===== src/rtl/capture_pkg.sv =====
// Shared constants for the capture RAM read side: ring geometry, scheduler
// state encoding and read-owner tags.
package capture_pkg;

  localparam int CAP_AW       = 14;
  localparam int CAP_DEPTH    = 1 << CAP_AW;
  localparam int CAP_PRE_TRIG = 8192;

  typedef enum logic [1:0] {
    ST_IDLE  = 2'd0,
    ST_LATCH = 2'd1,
    ST_SERVE = 2'd2,
    ST_DONE  = 2'd3
  } sched_state_e;

  localparam logic OWN_LCD  = 1'b0;
  localparam logic OWN_HOST = 1'b1;

endpackage


===== src/rtl/cdc_sync2.sv =====
// Two-flop level synchronizer for slow control levels crossing into clk.
module cdc_sync2 (
  input  logic clk,
  input  logic rst_n,
  input  logic d,
  output logic q
);

  logic meta_q;
  logic sync_q;

  always_ff @(posedge clk or negedge rst_n) begin
    if (!rst_n) begin
      meta_q <= 1'b0;
      sync_q <= 1'b0;
    end else begin
      meta_q <= d;
      sync_q <= meta_q;
    end
  end

  assign q = sync_q;

endmodule


===== src/rtl/capture_read_sched.sv =====
// Read-port scheduler for the A/B capture RAMs: LCD/host arbitration,
// trigger-relative address translation and the frame_ready/frame_done handshake.
//
// state | meaning
// IDLE  | waiting for a stored frame
// LATCH | one cycle: capture ring base, clear session flags
// SERVE | arbitrating reads for the current frame
// DONE  | frame_done raised, waiting for frame_ready to drop
module capture_read_sched
  import capture_pkg::*;
#(
  parameter int AW         = CAP_AW,
  parameter int PRE_TRIG   = CAP_PRE_TRIG,
  parameter int RD_LAT     = 2,
  parameter int STARVE_LIM = 8
) (
  input  logic          clk,
  input  logic          rst_n,
  input  logic          frame_ready,
  input  logic [AW-1:0] trig_pos,
  output logic          frame_done,
  input  logic          lcd_req,
  input  logic [AW-1:0] lcd_idx,
  output logic          lcd_gnt,
  input  logic          host_req,
  input  logic [AW-1:0] host_idx,
  output logic          host_gnt,
  input  logic          lcd_finish,
  input  logic          host_hold,
  output logic          ram_ce,
  output logic [AW-1:0] ram_addr,
  input  logic [7:0]    ram_dout_a,
  input  logic [7:0]    ram_dout_b,
  output logic [7:0]    rdata_a,
  output logic [7:0]    rdata_b,
  output logic          lcd_rvalid,
  output logic          host_rvalid,
  output logic          session_active
);

  localparam int PIPE_D = RD_LAT + 1;
  localparam int SW     = $clog2(STARVE_LIM + 1);
  localparam logic [AW-1:0] PRE_OFS    = AW'(PRE_TRIG);
  localparam logic [SW-1:0] STARVE_MAX = SW'(STARVE_LIM);

  sched_state_e      state_q, state_d;
  logic [AW-1:0]     base_q, base_d;
  logic              fin_seen_q, fin_seen_d;
  logic [SW-1:0]     starve_q, starve_d;
  logic              session_active_q, session_active_d;
  logic              frame_done_q, frame_done_d;
  logic              ram_ce_q, ram_ce_d;
  logic [AW-1:0]     ram_addr_q, ram_addr_d;
  logic [PIPE_D-1:0] pipe_v_q, pipe_v_d;
  logic [PIPE_D-1:0] pipe_own_q, pipe_own_d;
  logic              lcd_rvalid_q, lcd_rvalid_d;
  logic              host_rvalid_q, host_rvalid_d;
  logic [7:0]        rdata_a_q, rdata_a_d;
  logic [7:0]        rdata_b_q, rdata_b_d;

  logic          ready_s;
  logic          serving;
  logic          host_first;
  logic          lcd_win;
  logic          host_win;
  logic          any_win;
  logic          in_flight;
  logic [AW-1:0] sel_idx;
  logic          ret_v;

  cdc_sync2 u_ready_sync (
    .clk   (clk),
    .rst_n (rst_n),
    .d     (frame_ready),
    .q     (ready_s)
  );

  // Grants are withheld as soon as the synchronized ready drops, ahead of the FSM exit.
  assign serving    = (state_q == ST_SERVE) && ready_s;
  assign host_first = host_req && (starve_q == STARVE_MAX);
  assign lcd_win    = serving && lcd_req && !host_first;
  assign host_win   = serving && host_req && !lcd_win;
  assign any_win    = lcd_win || host_win;
  assign sel_idx    = lcd_win ? lcd_idx : host_idx;
  assign in_flight  = any_win || (|pipe_v_q);
  assign ret_v      = pipe_v_q[PIPE_D-1];

  always_comb begin
    state_d    = state_q;
    base_d     = base_q;
    fin_seen_d = fin_seen_q;
    starve_d   = starve_q;

    case (state_q)
      ST_IDLE: begin
        if (ready_s) state_d = ST_LATCH;
      end
      ST_LATCH: begin
        base_d     = trig_pos - PRE_OFS;
        fin_seen_d = 1'b0;
        starve_d   = '0;
        state_d    = ST_SERVE;
      end
      ST_SERVE: begin
        if (!ready_s) begin
          state_d = ST_IDLE;
        end else begin
          if (lcd_finish) fin_seen_d = 1'b1;
          if (fin_seen_q && !host_hold && !in_flight) state_d = ST_DONE;
          if (!host_req || host_win) starve_d = '0;
          else if (lcd_win)          starve_d = starve_q + SW'(1);
        end
      end
      ST_DONE: begin
        if (!ready_s) state_d = ST_IDLE;
      end
      default: state_d = ST_IDLE;
    endcase

    session_active_d = (state_d == ST_SERVE);
    frame_done_d     = (state_d == ST_DONE);

    ram_ce_d   = any_win;
    ram_addr_d = any_win ? (base_q + sel_idx) : ram_addr_q;

    // Owner tags keep shifting regardless of state so aborted reads still return.
    pipe_v_d   = {pipe_v_q[PIPE_D-2:0], any_win};
    pipe_own_d = {pipe_own_q[PIPE_D-2:0], (host_win ? OWN_HOST : OWN_LCD)};

    lcd_rvalid_d  = ret_v && (pipe_own_q[PIPE_D-1] == OWN_LCD);
    host_rvalid_d = ret_v && (pipe_own_q[PIPE_D-1] == OWN_HOST);
    rdata_a_d     = ret_v ? ram_dout_a : rdata_a_q;
    rdata_b_d     = ret_v ? ram_dout_b : rdata_b_q;
  end

  always_ff @(posedge clk or negedge rst_n) begin
    if (!rst_n) begin
      state_q          <= ST_IDLE;
      base_q           <= '0;
      fin_seen_q       <= 1'b0;
      starve_q         <= '0;
      session_active_q <= 1'b0;
      frame_done_q     <= 1'b0;
      ram_ce_q         <= 1'b0;
      ram_addr_q       <= '0;
      pipe_v_q         <= '0;
      pipe_own_q       <= '0;
      lcd_rvalid_q     <= 1'b0;
      host_rvalid_q    <= 1'b0;
      rdata_a_q        <= '0;
      rdata_b_q        <= '0;
    end else begin
      state_q          <= state_d;
      base_q           <= base_d;
      fin_seen_q       <= fin_seen_d;
      starve_q         <= starve_d;
      session_active_q <= session_active_d;
      frame_done_q     <= frame_done_d;
      ram_ce_q         <= ram_ce_d;
      ram_addr_q       <= ram_addr_d;
      pipe_v_q         <= pipe_v_d;
      pipe_own_q       <= pipe_own_d;
      lcd_rvalid_q     <= lcd_rvalid_d;
      host_rvalid_q    <= host_rvalid_d;
      rdata_a_q        <= rdata_a_d;
      rdata_b_q        <= rdata_b_d;
    end
  end

  assign lcd_gnt        = lcd_win;
  assign host_gnt       = host_win;
  assign frame_done     = frame_done_q;
  assign session_active = session_active_q;
  assign ram_ce         = ram_ce_q;
  assign ram_addr       = ram_addr_q;
  assign lcd_rvalid     = lcd_rvalid_q;
  assign host_rvalid    = host_rvalid_q;
  assign rdata_a        = rdata_a_q;
  assign rdata_b        = rdata_b_q;

endmodule

===== config.mk =====
export PLATFORM = sky130hd
export DESIGN_NAME = capture_read_sched
export DESIGN_NICKNAME = d
export VERILOG_FILES = /design/src/rtl/capture_pkg.sv /design/src/rtl/cdc_sync2.sv /design/src/rtl/capture_read_sched.sv
export SDC_FILE = /design/constraint.sdc
export NUM_CORES = 1
export LEC_CHECK = 0
export CAP_MARGIN = 20
export CORE_ASPECT_RATIO = 1.75
export CORE_MARGIN = 2
export CORE_UTILIZATION = 46
export DETAILED_ROUTE_END_ITERATION = 8
export PLACE_DENSITY_LB_ADDON = 0.25
export SLEW_MARGIN = 20
export SYNTH_ARGS = -nofsm -noshare
export SYNTH_HDL_FRONTEND = slang
export SYNTH_HIERARCHICAL = 1
export SYNTH_SLANG_ARGS = --single-unit

===== constraint.sdc =====
create_clock -name clk -period 4.1 [get_ports clk]
set_input_delay 0.82 -clock clk [delete_from_list [all_inputs] [get_ports clk]]
set_output_delay 0.82 -clock clk [all_outputs]
set_load 0.01 [all_outputs]

==> impl_metrics.tcl, run 1 <==
set metrics [dict create \
    viasPerCell 5.29 \
    grt_max_degree 39 \
    ys_warn_count 6 \
    place_congestion 0.857 \
    die_width_um 66.5 \
    setup_violations 0 \
    final.setup.tns_ns 0 \
    path_clk_slew_ns 0.05 \
    stdcell_area_um2 4560 \
    clock_sinks 63 \
    ir_worst_vdd_v 0.000397 \
    grtUsageTotal 0.213 \
    clock_latency_ns 0.33 \
    dieArea_um2 7530 \
    final_cell_mix "clkdlybuf4s50_1, dfrtp_1, mux2_2" \
    drt_drc_violations_left 0 \
    path_max_fanout 5 \
    antenna_found_initial 0 \
    p_leak_nw 1.98 \
    dp_hpwl_um 5500 \
    portBuffers 101 \
    nets 469 \
    grt_pass1_wl_um 11900 \
    r2r_setup_slack_ns 0.66 \
    htreeDepth 3 \
    layout-area-overhead-vs-synth_pct 45.3 \
    cts_root_buf "clkbuf_16" \
    period_share 0.886 \
    diodes 0 \
    cap_violations 0 \
    fin_util 0.693 \
    ys_seq_area_frac 0.502 \
    worstSetupPathType "input pin to register" \
    cp.arrival_ns 3.88 \
    status "finished clean" \
    fin_skew_ns 0.00711 \
    async_flop_share 1.00 \
    avgRoutedWirePerCell_um 15.5 \
    synth_area_per_cell_um2 11.5 \
    drt_iter0_drc 104 \
    synth_edf_count 0 \
    layout_commonest_cell "clkdlybuf4s50_1" \
    drtPass1Iterations 4 \
    placementRows 39 \
    cts_hold_buf 0 \
    fp.dieH_um 113 \
    synthDistinctLibCells 38 \
    period_minus_slack_ns 3.63 \
    crit_end "ram_addr[10]" \
    synth_nets 362 \
    startpoint "host_req" \
    r2r-start "state_q[0]" \
    cts_resized 0 \
    required_ns 4.34 \
    hold_viol 0 \
    cts_buffers 9 \
    r2r-end "ram_addr[10]" \
    worst_pin_slew_ns 0.764 \
    p_per_area_nw_per_um2 733 \
    synthCells 274 \
    hold_ws_ns 0.349 \
    fmax_mhz 275 \
    overflow 0 \
    ys.flop_type "dfrtp_1" \
    syn_area_um2 3140 \
    slew_headroom 0.491 \
    post_cts_buffers 0 \
    ant_nets 0 \
    clockBufferDepth 2 \
    routed_wl_um 7240 \
    initial_utilization 0.477 \
    power.total_mw 3.35 \
    via_count 2478 \
    crit_path_start_kind "input pin" \
    tritoncts "yes" \
    endpoint_kind "register" \
    io-pin-count 102 \
    maxSlewViolCount 0 \
    core_area_um2 6590 \
    hold_path.class "register to register" \
    grt_pass1_vias 2596 \
    ys_ff_latch 63 \
    r2r_cells 13 \
    drive_gt1_frac 0.168 \
    place_area_um2 4250 \
    rsz0062_at_grt "no" \
]
## power by group
group	total [mW]	switching, mW	leakage (nW)	internal [mW]
clock network	0.778	0.260	0.156	0.517
logic	1.53	0.699	1.05	0.826
registers	1.04	0.162	0.775	0.881
total	3.35	1.12	1.98	2.23
## layer usage
layer	GRT usage	up-vias	wire, um
met3	0.0537	20	339
met4	0.103	0	230
met5	0	-	0
met1	0.220	1193	2630
li1	-	1178	-
met2	0.385	87	4040
## through the flow
stage               setup WS (ns)  std cells
floorplan                   0.728        274
CTS                         0.460        468
global route                0.225        468
finish                      0.466        468
detailed placement          0.197        452
global placement            0.266        452
## critical path, stage by stage
cell             delay (ns)
clkdlybuf4s50_1        0.47
and4b_1                0.26
nor3_4                 0.20
mux2_2                 0.36
ha_1                   0.22
fa_1                   0.40
a21o_2                 0.23
a21oi_1                0.29
o21a_1                 0.21
o31ai_1                0.12
xnor2_1                0.14
o21ai_0                0.16
## worst min path at each step
stage,startpoint,to,slack [ns],cells past startpoint
6_report,pipe_own_q[0],pipe_own_q[1],0.35,0
5_1_grt,u_ready_sync/meta_q,u_ready_sync/q,0.36,0
4_1_cts,pipe_own_q[0],pipe_own_q[1],0.35,0
3_5_place_dp,pipe_own_q[0],pipe_own_q[1],0.34,0
3_3_place_gp,u_ready_sync/meta_q,u_ready_sync/q,0.33,0
2_1_floorplan,pipe_own_q[0],pipe_own_q[1],0.33,0
## sequential cells by signal, indices dropped and copies added (netlist names)
| name | count |
|---|---|
| base_q | 14 |
| fin_seen_q | 1 |
| frame_done | 1 |
| host_rvalid | 1 |
| lcd_rvalid | 1 |
| pipe_own_q | 3 |
| pipe_v_q | 3 |
| ram_addr | 14 |
| rdata_a | 8 |
| rdata_b | 8 |
| session_active | 1 |
| starve_q | 4 |
| state_q | 2 |
| u_ready_sync/meta_q | 1 |
| u_ready_sync/q | 1 |
## synthesized netlist by cell type (2+ instances only)
cell,instances,share of area
clkbuf_1,6,0.0072
mux2i_1,2,0.0064
inv_1,11,0.013
nor2b_1,3,0.0060
o21bai_1,3,0.0072
a21oi_1,13,0.021
dfrtp_1,63,0.50
o211ai_1,2,0.0048
nor2_1,8,0.0096
ha_1,22,0.088
xnor2_1,10,0.028
o31ai_1,3,0.0072
or2_2,2,0.0040
mux2_2,42,0.15
nand2_1,30,0.036
nand3_1,7,0.011
o21a_1,2,0.0048
o21ai_0,21,0.033
nand4_1,2,0.0040
nor4_1,2,0.0040
xor2_1,2,0.0056
nand2b_1,2,0.0040
## cells by family (layout without fill, tap and decap cells)
family,Yosys count,after routing,share of synthesized area
DFF,63,63,0.502
AOI/OAI and AO/OA,53,53,0.100
muxes,44,44,0.157
adders and majority gates,23,23,0.0940
xor gates and xnor gates,12,12,0.0335
buffers and inverters,19,131,0.0231
and+or+nand+nor,60,60,0.0904
## area by class of cell
class	instances	area [um^2]
Fill cell	518	2020
Sequential cell	63	1580
Multi-Input combinational cell	192	1490
Timing Repair Buffer	104	1040
Clock buffer	13	270
Tap cell	82	103
Inverter	11	41.3
Clock inverter	3	40.0
Note: power is estimated with default switching activity, not from simulation.
==> inputs of run 2 (changes only) <==
--- a/config.mk
+++ b/config.mk
@@ -9,6 +9,7 @@
 export CORE_ASPECT_RATIO = 1.75
 export CORE_MARGIN = 2
 export CORE_UTILIZATION = 46
+export CTS_CLUSTER_DIAMETER = 120
 export DETAILED_ROUTE_END_ITERATION = 8
 export PLACE_DENSITY_LB_ADDON = 0.25
 export SLEW_MARGIN = 20
==> results of run 2 <==
Final layout, timing and power as in run 1 (identical DEF).
